`config.mk`:
```
export PLATFORM = sky130hd
export DESIGN_NAME = uart_rx_fifo
export DESIGN_NICKNAME = d
export VERILOG_FILES = /design/src/rtl/uart_rx_fifo.sv
export SDC_FILE = /design/constraint.sdc
export NUM_CORES = 1
export LEC_CHECK = 0
export BUFFER_PORTS_ARGS = -buffer_cell sky130_fd_sc_hd__buf_4
export CAP_MARGIN = 40
export CORE_ASPECT_RATIO = 1.5
export CORE_MARGIN = 10
export CORE_UTILIZATION = 54
export DETAILED_ROUTE_END_ITERATION = 10
export PLACE_DENSITY = 0.72
export SETUP_SLACK_MARGIN = 0.15
export SYNTH_ARGS = -nofsm -noshare
export SYNTH_HDL_FRONTEND = slang
export SYNTH_SLANG_ARGS = --single-unit
```
`constraint.sdc`:
```
create_clock -name clk -period 5.73 [get_ports clk]
set_input_delay 1.719 -clock clk [delete_from_list [all_inputs] [get_ports clk]]
set_output_delay 1.719 -clock clk [all_outputs]
set_load 0.02 [all_outputs]
```
`src/rtl/uart_rx_fifo.sv`:
```
// Receive-side byte FIFO between the UART deserializer and the register block.
// Each entry holds {perr, ferr, data}. Pops are answered one cycle after the
// request, and a pop on an empty FIFO still answers (with zero data plus an
// underrun pulse), so a bus read never stalls.
module uart_rx_fifo #(
  parameter int DEPTH  = 16,
  parameter int DATA_W = 8,
  parameter int THRESH = 1
) (
  input  logic                     clk,
  input  logic                     rst,
  input  logic                     rx_valid,
  input  logic [DATA_W-1:0]        rx_data,
  input  logic                     rx_ferr,
  input  logic                     rx_perr,
  output logic                     rx_ready,
  input  logic                     rd_req,
  output logic [DATA_W-1:0]        rd_data,
  output logic                     rd_valid,
  output logic                     ferr,
  output logic                     perr,
  output logic                     empty,
  output logic                     full,
  output logic [$clog2(DEPTH):0]   level,
  output logic                     irq_set,
  output logic                     overrun,
  output logic                     underrun
);

  localparam int AW = $clog2(DEPTH);
  localparam logic [AW:0] THR_M1 = (AW+1)'(THRESH - 1);

  logic [DATA_W+1:0] mem [DEPTH];
  logic [AW:0]       wptr;
  logic [AW:0]       rptr;
  logic              push_ok;
  logic              pop_ok;
  logic              irq_hit;
  logic [DATA_W+1:0] head;

  // Status flags and the accept decisions, all derived from registered pointers.
  always_comb begin
    empty    = (wptr == rptr);
    full     = (wptr[AW-1:0] == rptr[AW-1:0]) && (wptr[AW] != rptr[AW]);
    level    = wptr - rptr;
    rx_ready = !full;
    push_ok  = rx_valid && !full;
    pop_ok   = rd_req && !empty;
    head     = mem[rptr[AW-1:0]];
    // A pop alongside the push leaves the level unchanged, so only a lone push
    // can cross THRESH-1 -> THRESH.
    irq_hit  = push_ok && !pop_ok && (level == THR_M1);
  end

  // Entry storage; contents need no reset since empty gates every read.
  always_ff @(posedge clk) begin
    if (push_ok) begin
      mem[wptr[AW-1:0]] <= {rx_perr, rx_ferr, rx_data};
    end
  end

  // Pointers, registered pop response and single-cycle status pulses.
  always_ff @(posedge clk) begin
    if (rst) begin
      wptr     <= '0;
      rptr     <= '0;
      rd_data  <= '0;
      rd_valid <= 1'b0;
      ferr     <= 1'b0;
      perr     <= 1'b0;
      irq_set  <= 1'b0;
      overrun  <= 1'b0;
      underrun <= 1'b0;
    end else begin
      rd_valid <= rd_req;
      ferr     <= 1'b0;
      perr     <= 1'b0;
      underrun <= 1'b0;
      irq_set  <= irq_hit;
      overrun  <= rx_valid && full;
      if (push_ok) begin
        wptr <= wptr + 1'b1;
      end
      if (pop_ok) begin
        rptr    <= rptr + 1'b1;
        rd_data <= head[DATA_W-1:0];
        ferr    <= head[DATA_W];
        perr    <= head[DATA_W+1];
      end else if (rd_req) begin
        rd_data  <= '0;
        underrun <= 1'b1;
      end
    end
  end

endmodule

```
==> flow_summary.ini, run 1 <==
[status]
status = complete, no violations

[critical_path]
endpoint_kind = output pin
criticalPathCategory = flip-flop to output pin
cp_cell_sequence = inv_1 > ha_1 > inv_1 > fa_1 > a21o_1 > a21oi_1 > xnor2_1 > buf_4
cp_slowest_cell = fa_1
crit_required_ps = 4010
crit_fanout = 5
startpoint_type = flip-flop
max_stage_delay_ps = 400
critPathMostFrequentCell = inv_1
arrival_ps = 2240

[synthesis]
synthArstFlopShare = 0
ys_ff_latch = 188
postSynthCellCount = 459
synth_top_flop_cell = edfxtp_1
synth_area_per_cell_um2 = 16.3
yosys_warnings = 0
ys_types = 45
yosysSeqAreaShare = 0.716
syn_nets = 483
synth_edf_count = 160
syn-cell-area_um2 = 7490

[placement]
dp.final_hpwl_um = 10500
post-place-ws_ps = 2230
port_buffers = 35
gp_congestion = 0.830

[floorplan]
core_area_um2 = 13500
start_util = 0.553
die_h_um = 164
num_rows = 52
ios = 36
chipWidth_um = 116
dieArea_um2 = 19100

[clock_tree]
ctsHoldBuffers = 0
tritoncts = yes
post-cts-setup-buffers = 0
clk_pin_slew_ps = 60
cts_root_buffer = clkbuf_16
cts_resized = 0
clock_insertion_delay_worst_skew_ps = 420
cts_buffer_depth = 2
cts_made_buffers = 17
cts_sinks = 188
ctsHtreeMaxLevel = 4

[global_route]
grt_overflow_total = 0
grt_max_degree = 54
use_met1 = 0.203
busiest_layer = met2
antenna_found_initial = 0
grt_pass1_wl_um = 24600
grt_use_met3 = 0.0420
grtUsageMet2 = 0.300
grt_usage = 0.172
grt_pass1_vias = 4337

[drt]
avgRoutedWirePerCell_um = 23.0
drtIter0Drc = 307
vias = 4187
vias_per_cell = 6.13
route.detailed.drc = 0
wirelength_um = 15700
dr.pass1.iters = 5
ant_nets = 0

[sta]
worst_pin_slew_ps = 876
fmax_mhz = 253
post-route-period-util = 0.690
slew_headroom = 0.416
final.min_clock_period_ps = 3960
finalHoldViolations = 0
setup_viol_count_final = 0
fin_skew_ps = 7.27
slew_violations = 0
timing.setup.tns_ps = 0
setup_ws_ps = 1770
rsz0062_at_grt = false

[cells_and_area]
nets = 533
drive_above_1_share = 0.209
antenna_cells = 0
final_cell_mix = edfxtp_1, buf_4, mux2i_1
postLayoutCoreUtil = 0.632
final_common_cell = edfxtp_1
fillers = 940
layout-area-overhead-vs-synth_pct = 14.2

[power]
power_density_nw_per_um2 = 353
power_w = 0.00302
ir_worst_vdd_v = 0.000234
p_leak_nw = 2.77

[run]
max-cap-violations = 0

[min_path]
hp-class = flip-flop to flip-flop
## area by class of cell
| type | count | area, µm² | share of cell area |
|---|---|---|---|
| Multi-Input combinational cell | 239 | 1970 | 0.230 |
| Tap cell | 162 | 203 | 0.0237 |
| Clock buffer | 18 | 429 | 0.0502 |
| Clock inverter | 13 | 128 | 0.0149 |
| Sequential cell | 188 | 5370 | 0.628 |
| Timing Repair Buffer | 55 | 424 | 0.0496 |
| Inverter | 8 | 30.0 | 0.00351 |
## worst paths after layout
path | start | end | slack [ps] | cells past startpoint
max | wptr[0] | level[4] | 1770 | 8
min | rd_data[7] | rd_data[7] | 480 | 2
max reg2reg | wptr[2] | mem[5][2] | 2940 | 6
min reg2reg | rd_data[7] | rd_data[7] | 480 | 2
## stage by stage
stage	cells	area, µm²	hold WS, ps
floorplan	459	7490	485
global placement	639	7890	468
detailed placement	652	8000	480
CTS	683	8550	489
global route	683	8550	513
finish	683	8550	483
## logic make-up (layout without fill, tap and decap cells)
family                   count (synthesis)  after routing  share of synthesized area
flip-flops                             188            188                      0.716
adder cells (fa/ha/maj)                 10             10                     0.0177
multiplexers                            66             66                      0.115
AND/OR/NAND/NOR                         94             94                     0.0618
XOR/XNOR                                 9              9                     0.0125
buffers and inverters                   32             94                     0.0204
AO/OA/AOI/OAI                           60             60                     0.0561
## metal layers
metal,vias to the layer above,wire length [µm]
li1,1896,-
met1,2137,6150
met2,135,8590
met3,19,721
met4,0,219
met5,-,0
## critical path: cells and delay by family (launching register included)
kind | cells | cell delay [ps]
compound gates | 2 | 330
xor+xnor | 1 | 170
fa+ha+maj | 2 | 570
buf+inv | 3 | 380
flops | 1 | 370
## synth_stat cells (4+ instances only)
library cell,n,area (µm²)
a211oi_1,7,52.6
ha_1,9,113
nor2_1,37,139
nand2_1,11,41.3
mux4_2,16,360
buf_2,8,40.0
dfxtp_1,28,561
o41ai_1,6,52.6
xor2_1,4,35.0
edfxtp_1,160,4800
or3b_2,6,52.6
buf_4,4,30.0
o311ai_0,6,52.6
nor3_1,19,95.1
clkbuf_1,9,33.8
o21ai_0,8,40.0
mux2i_1,50,500
nand2b_1,7,43.8
a21oi_1,9,45.0
o22ai_1,10,62.6
inv_1,8,30.0
## registers in the layout (all words and copies together) (netlist names), named ones only
name      flops
rd_data       8
perr          1
overrun       1
underrun      1
irq_set       1
mem         160
rd_valid      1
rptr          5
ferr          1
wptr          5
## where the power goes
group | switching (W) | internal (W) | total [W]
sequential | 0.0000461 | 0.00152 | 0.00156
clock | 0.000475 | 0.000634 | 0.00111
combinational | 0.000195 | 0.000154 | 0.000349
No activity file was read; power rests on OpenSTA's default activity.
==> run 2, diff against run 1 <==
Clock period 5.73 ns to 4 ns, I/O delays scaled along.
==> run 2 against run 1 <==
  * Critical path depth unchanged
  * Sequential share of layout area barely moved
  * Die area is the same
  * Combinational power is 48% higher
  * Final cell count up 0.15%
  * Global-route usage up 0.40 points
  * First-iteration DRC count up 8.5%
  * Wire length up 0.79%
  * Largest power group unchanged
  * Highest routed layer unchanged
==> flow_summary.ini, run 2 (same netlist as run 1, synthesis figures left out) <==
[clock_tree]
ctsHoldBuffers = 0
cts_root_buffer = clkbuf_16
cts_sinks = 188
ctsHtreeMaxLevel = 4
clk_pin_slew_ps = 70
tritoncts = yes
post-cts-setup-buffers = 0
cts_made_buffers = 17
cts_buffer_depth = 2
clock_insertion_delay_worst_skew_ps = 420
cts_resized = 0

[sta]
slew_headroom = 0.390
final.min_clock_period_ps = 3450
fmax_mhz = 290
worst_pin_slew_ps = 912
fin_skew_ps = 8.17
rsz0062_at_grt = false
setup_ws_ps = 551
finalHoldViolations = 0
slew_violations = 0
timing.setup.tns_ps = 0
setup_viol_count_final = 0
post-route-period-util = 0.862

[status]
status = complete, no violations

[drt]
avgRoutedWirePerCell_um = 23.1
vias = 4144
ant_nets = 0
vias_per_cell = 6.06
wirelength_um = 15800
drtIter0Drc = 333
route.detailed.drc = 0
dr.pass1.iters = 5

[placement]
gp_congestion = 0.893
dp.final_hpwl_um = 10800
post-place-ws_ps = 998
port_buffers = 35

[cells_and_area]
drive_above_1_share = 0.211
fillers = 970
postLayoutCoreUtil = 0.632
nets = 533
layout-area-overhead-vs-synth_pct = 14.2
final_cell_mix = edfxtp_1, buf_4, mux2i_1
final_common_cell = edfxtp_1
largest_reg_flops = 160
antenna_cells = 0

[floorplan]
start_util = 0.553
die_h_um = 164
dieArea_um2 = 19100
chipWidth_um = 116
ios = 36
num_rows = 52
core_area_um2 = 13500

[critical_path]
startpoint_type = flip-flop
crit_fanout = 5
crit_required_ps = 2800
arrival_ps = 2250
criticalPathCategory = flip-flop to output pin
endpoint_kind = output pin

[power]
p_leak_nw = 2.77
ir_worst_vdd_v = 0.000420
power_density_nw_per_um2 = 500

[run]
max-cap-violations = 0

[min_path]
hp-class = flip-flop to flip-flop

[global_route]
grt_pass1_wl_um = 24800
grt_overflow_total = 0
grt_max_degree = 31
grt_usage = 0.176
grt_pass1_vias = 4395
antenna_found_initial = 0
## run 2: changes by cell type in the layout (fill, tap and decap cells not counted), sizes merged
| cell | previous run | this run |
|---|---|---|
| clkinv | 8 | 6 |
| inv | 8 | 9 |
| bufinv | 2 | 1 |
| clkbuf | 18 | 21 |
## run 2: routing by layer
metal	GRT usage	routed length, µm	vias up
li1	-	-	1894
met1	0.207	6140	2087
met2	0.308	8580	138
met3	0.0343	711	25
met4	0.0685	382	0
met5	0	0	-
## run 2: power by group
part	total, W	switching [W]	leakage [nW]	internal (W)
Combinational	0.000515	0.000291	0.845	0.000224
Clock	0.00153	0.000673	0.253	0.000855
Sequential	0.00223	0.0000594	1.67	0.00217
## run 2: critical path, stage by stage, from the launching register on
cell     delay, ps
dfxtp_1        360
inv_1          130
ha_1           190
inv_1           60
fa_1           400
a21o_1         180
a21oi_1        160
xnor2_1        170
buf_4          180
## run 2: area by class of cell
cell class,instances,area (µm²),area share
Timing Repair Buffer,55,445,0.0521
Inverter,8,30.0,0.00351
Sequential cell,188,5370,0.628
Clock buffer,21,440,0.0515
Tap cell,162,203,0.0237
Clock inverter,11,96.3,0.0113
Multi-Input combinational cell,239,1970,0.230
## run 2: stage by stage
stage | std cells | hold WS, ps | power [W] | instance area (µm²)
3_3_place_gp | 649 | 472 | 0.00277 | 7970
6_report | 684 | 498 | 0.00427 | 8550
5_1_grt | 684 | 504 | 0.00442 | 8550
2_1_floorplan | 459 | 485 | 0.00261 | 7490
4_1_cts | 684 | 490 | 0.00430 | 8550
3_5_place_dp | 652 | 482 | 0.00279 | 8020
## run 2: final timing paths
path	start	endpoint	slack [ps]	depth (start not counted)
setup / recovery	wptr[0]	level[4]	550	8
hold / removal	rd_data[7]	rd_data[7]	500	2
setup reg to reg	wptr[2]	mem[12][4]	1200	5
hold reg to reg	rd_data[7]	rd_data[7]	500	2
==> run 3, diff against run 2 <==
Settings changed: GPL_TIMING_DRIVEN set to 0.
Clock period 4 ns to 3.25 ns, I/O delays scaled along.
==> run 3 against run 2 <==
  * Worst setup slack lost 340 ps
  * Global-route usage grew 1.0 points
  * Design area grew 2.8%
  * Wire length grew 8.2%
  * Die area is the same
  * Utilization grew 1.8 points
  * Clock skew is essentially flat
  * Power grew 28%
  * Clock-buffer cell count shrank 3
  * Largest power group unchanged
  * Highest routed layer unchanged
  * Clock power grew 31%
  * Critical path type unchanged
  * Sequential cell count is the same
==> flow_summary.ini, run 3 (same netlist as run 1, synthesis figures left out) <==
[floorplan]
chipWidth_um = 116
die_h_um = 164
num_rows = 52
core_area_um2 = 13500
dieArea_um2 = 19100
start_util = 0.553
ios = 36

[clock_tree]
cts_sinks = 188
ctsHtreeMaxLevel = 4
tritoncts = yes
cts_root_buffer = clkbuf_16
ctsHoldBuffers = 0
cts_buffer_depth = 2
clk_pin_slew_ps = 70
cts_made_buffers = 17
clock_insertion_delay_worst_skew_ps = 420

[cells_and_area]
layout-area-overhead-vs-synth_pct = 17.4
final_cell_mix = edfxtp_1, buf_4, mux2i_1
nets = 559
antenna_cells = 0
fillers = 957
postLayoutCoreUtil = 0.650
drive_above_1_share = 0.258
largest_reg_flops = 160
final_common_cell = edfxtp_1

[sta]
slew_violations = 0
finalHoldViolations = 0
final.min_clock_period_ps = 3040
post-route-period-util = 0.935
worst_pin_slew_ps = 695
fin_skew_ps = 8.52
setup_viol_count_final = 0
fmax_mhz = 329
whs_ps = 509
rsz0062_at_grt = true
timing.setup.tns_ps = 0
slew_headroom = 0.534

[critical_path]
criticalPathCategory = flip-flop to output pin
crit_fanout = 4
startpoint_type = flip-flop
arrival_ps = 2060
crit_required_ps = 2270
endpoint_kind = output pin
reg2reg_depth = 8

[power]
p_leak_nw = 2.92
power_density_nw_per_um2 = 622
ir_worst_vdd_v = 0.000414

[drt]
route.detailed.drc = 0
vias_per_cell = 6.17
avgRoutedWirePerCell_um = 24.1
drtIter0Drc = 322
wirelength_um = 17100
dr.pass1.iters = 5
vias = 4376
ant_nets = 0

[min_path]
min_delay_path_depth = 2
hp-class = flip-flop to flip-flop

[global_route]
grt_pass1_wl_um = 26000
grt_pass1_vias = 4602
antenna_found_initial = 0
grt_usage = 0.187
grt_max_degree = 17
grt_overflow_total = 0

[status]
status = complete, no violations

[placement]
dp.final_hpwl_um = 11900
port_buffers = 35
gp_congestion = 0.829

[run]
max-cap-violations = 0
[run 3: cell types whose count changed in the layout (fill, tap and decap cells not counted), sizes merged]
cell and delta:
clkinvlp -3, inv +4, bufinv +1, clkbuf +6, buf +17
[run 3: final cells by class]
type	instances	area [µm²]	share of cell area
Inverter	8	32.5	0.00370
Timing Repair Buffer	57	454	0.0517
Buffer	24	123	0.0139
Tap cell	162	203	0.0231
Multi-Input combinational cell	239	2030	0.231
Clock buffer	18	429	0.0488
Clock inverter	13	140	0.0159
Sequential cell	188	5380	0.611
[run 3: path summary, 6_finish.rpt]
check              from  slack, ps    endpoint
max             rptr[1]        210    level[3]
max reg2reg     rptr[2]        560   mem[2][7]
min reg2reg  rd_data[5]        510  rd_data[5]
min          rd_data[5]        510  rd_data[5]
[run 3: routing by layer]
layer | vias to the layer above | wire [µm] | global-route usage
li1 | 1935 | - | -
met1 | 2233 | 6510 | 0.209
met2 | 169 | 9250 | 0.330
met3 | 39 | 829 | 0.0394
met4 | 0 | 520 | 0.0873
met5 | - | 0 | 0
[run 3: stage by stage]
step | instances | total power (W) | worst slack, ps | instance area, µm²
2_1_floorplan | 459 | 0.00321 | 667 | 7490
6_report | 709 | 0.00547 | 212 | 8790
3_5_place_dp | 672 | 0.00347 | 418 | 8120
5_1_grt | 709 | 0.00564 | 130 | 8790
4_1_cts | 706 | 0.00546 | 141 | 8720
3_3_place_gp | 656 | 0.00345 | -440 | 7950
[run 3: timing repair]
item / 4_1_cts / 5_1_grt
pin swaps: 2 / 3
endpoints found under the setup margin: 5 / 2
gates cloned: 0 / 0
buffers inserted: 3 / 3
gates resized for setup: 6 / 9
[run 3: critical path: stages (launching register included)]
cell	delay (ps)
dfxtp_4	360
inv_1	120
ha_4	210
nor2b_1	120
o21a_1	180
or3_4	330
and2_1	160
buf_4	150
[run 3: where the power goes]
group          internal (W)  switching, W  leakage, nW
Sequential          0.00267     0.0000341         1.68
Combinational      0.000329      0.000428        0.963
Clock               0.00114      0.000869        0.283
Total               0.00414       0.00133         2.92
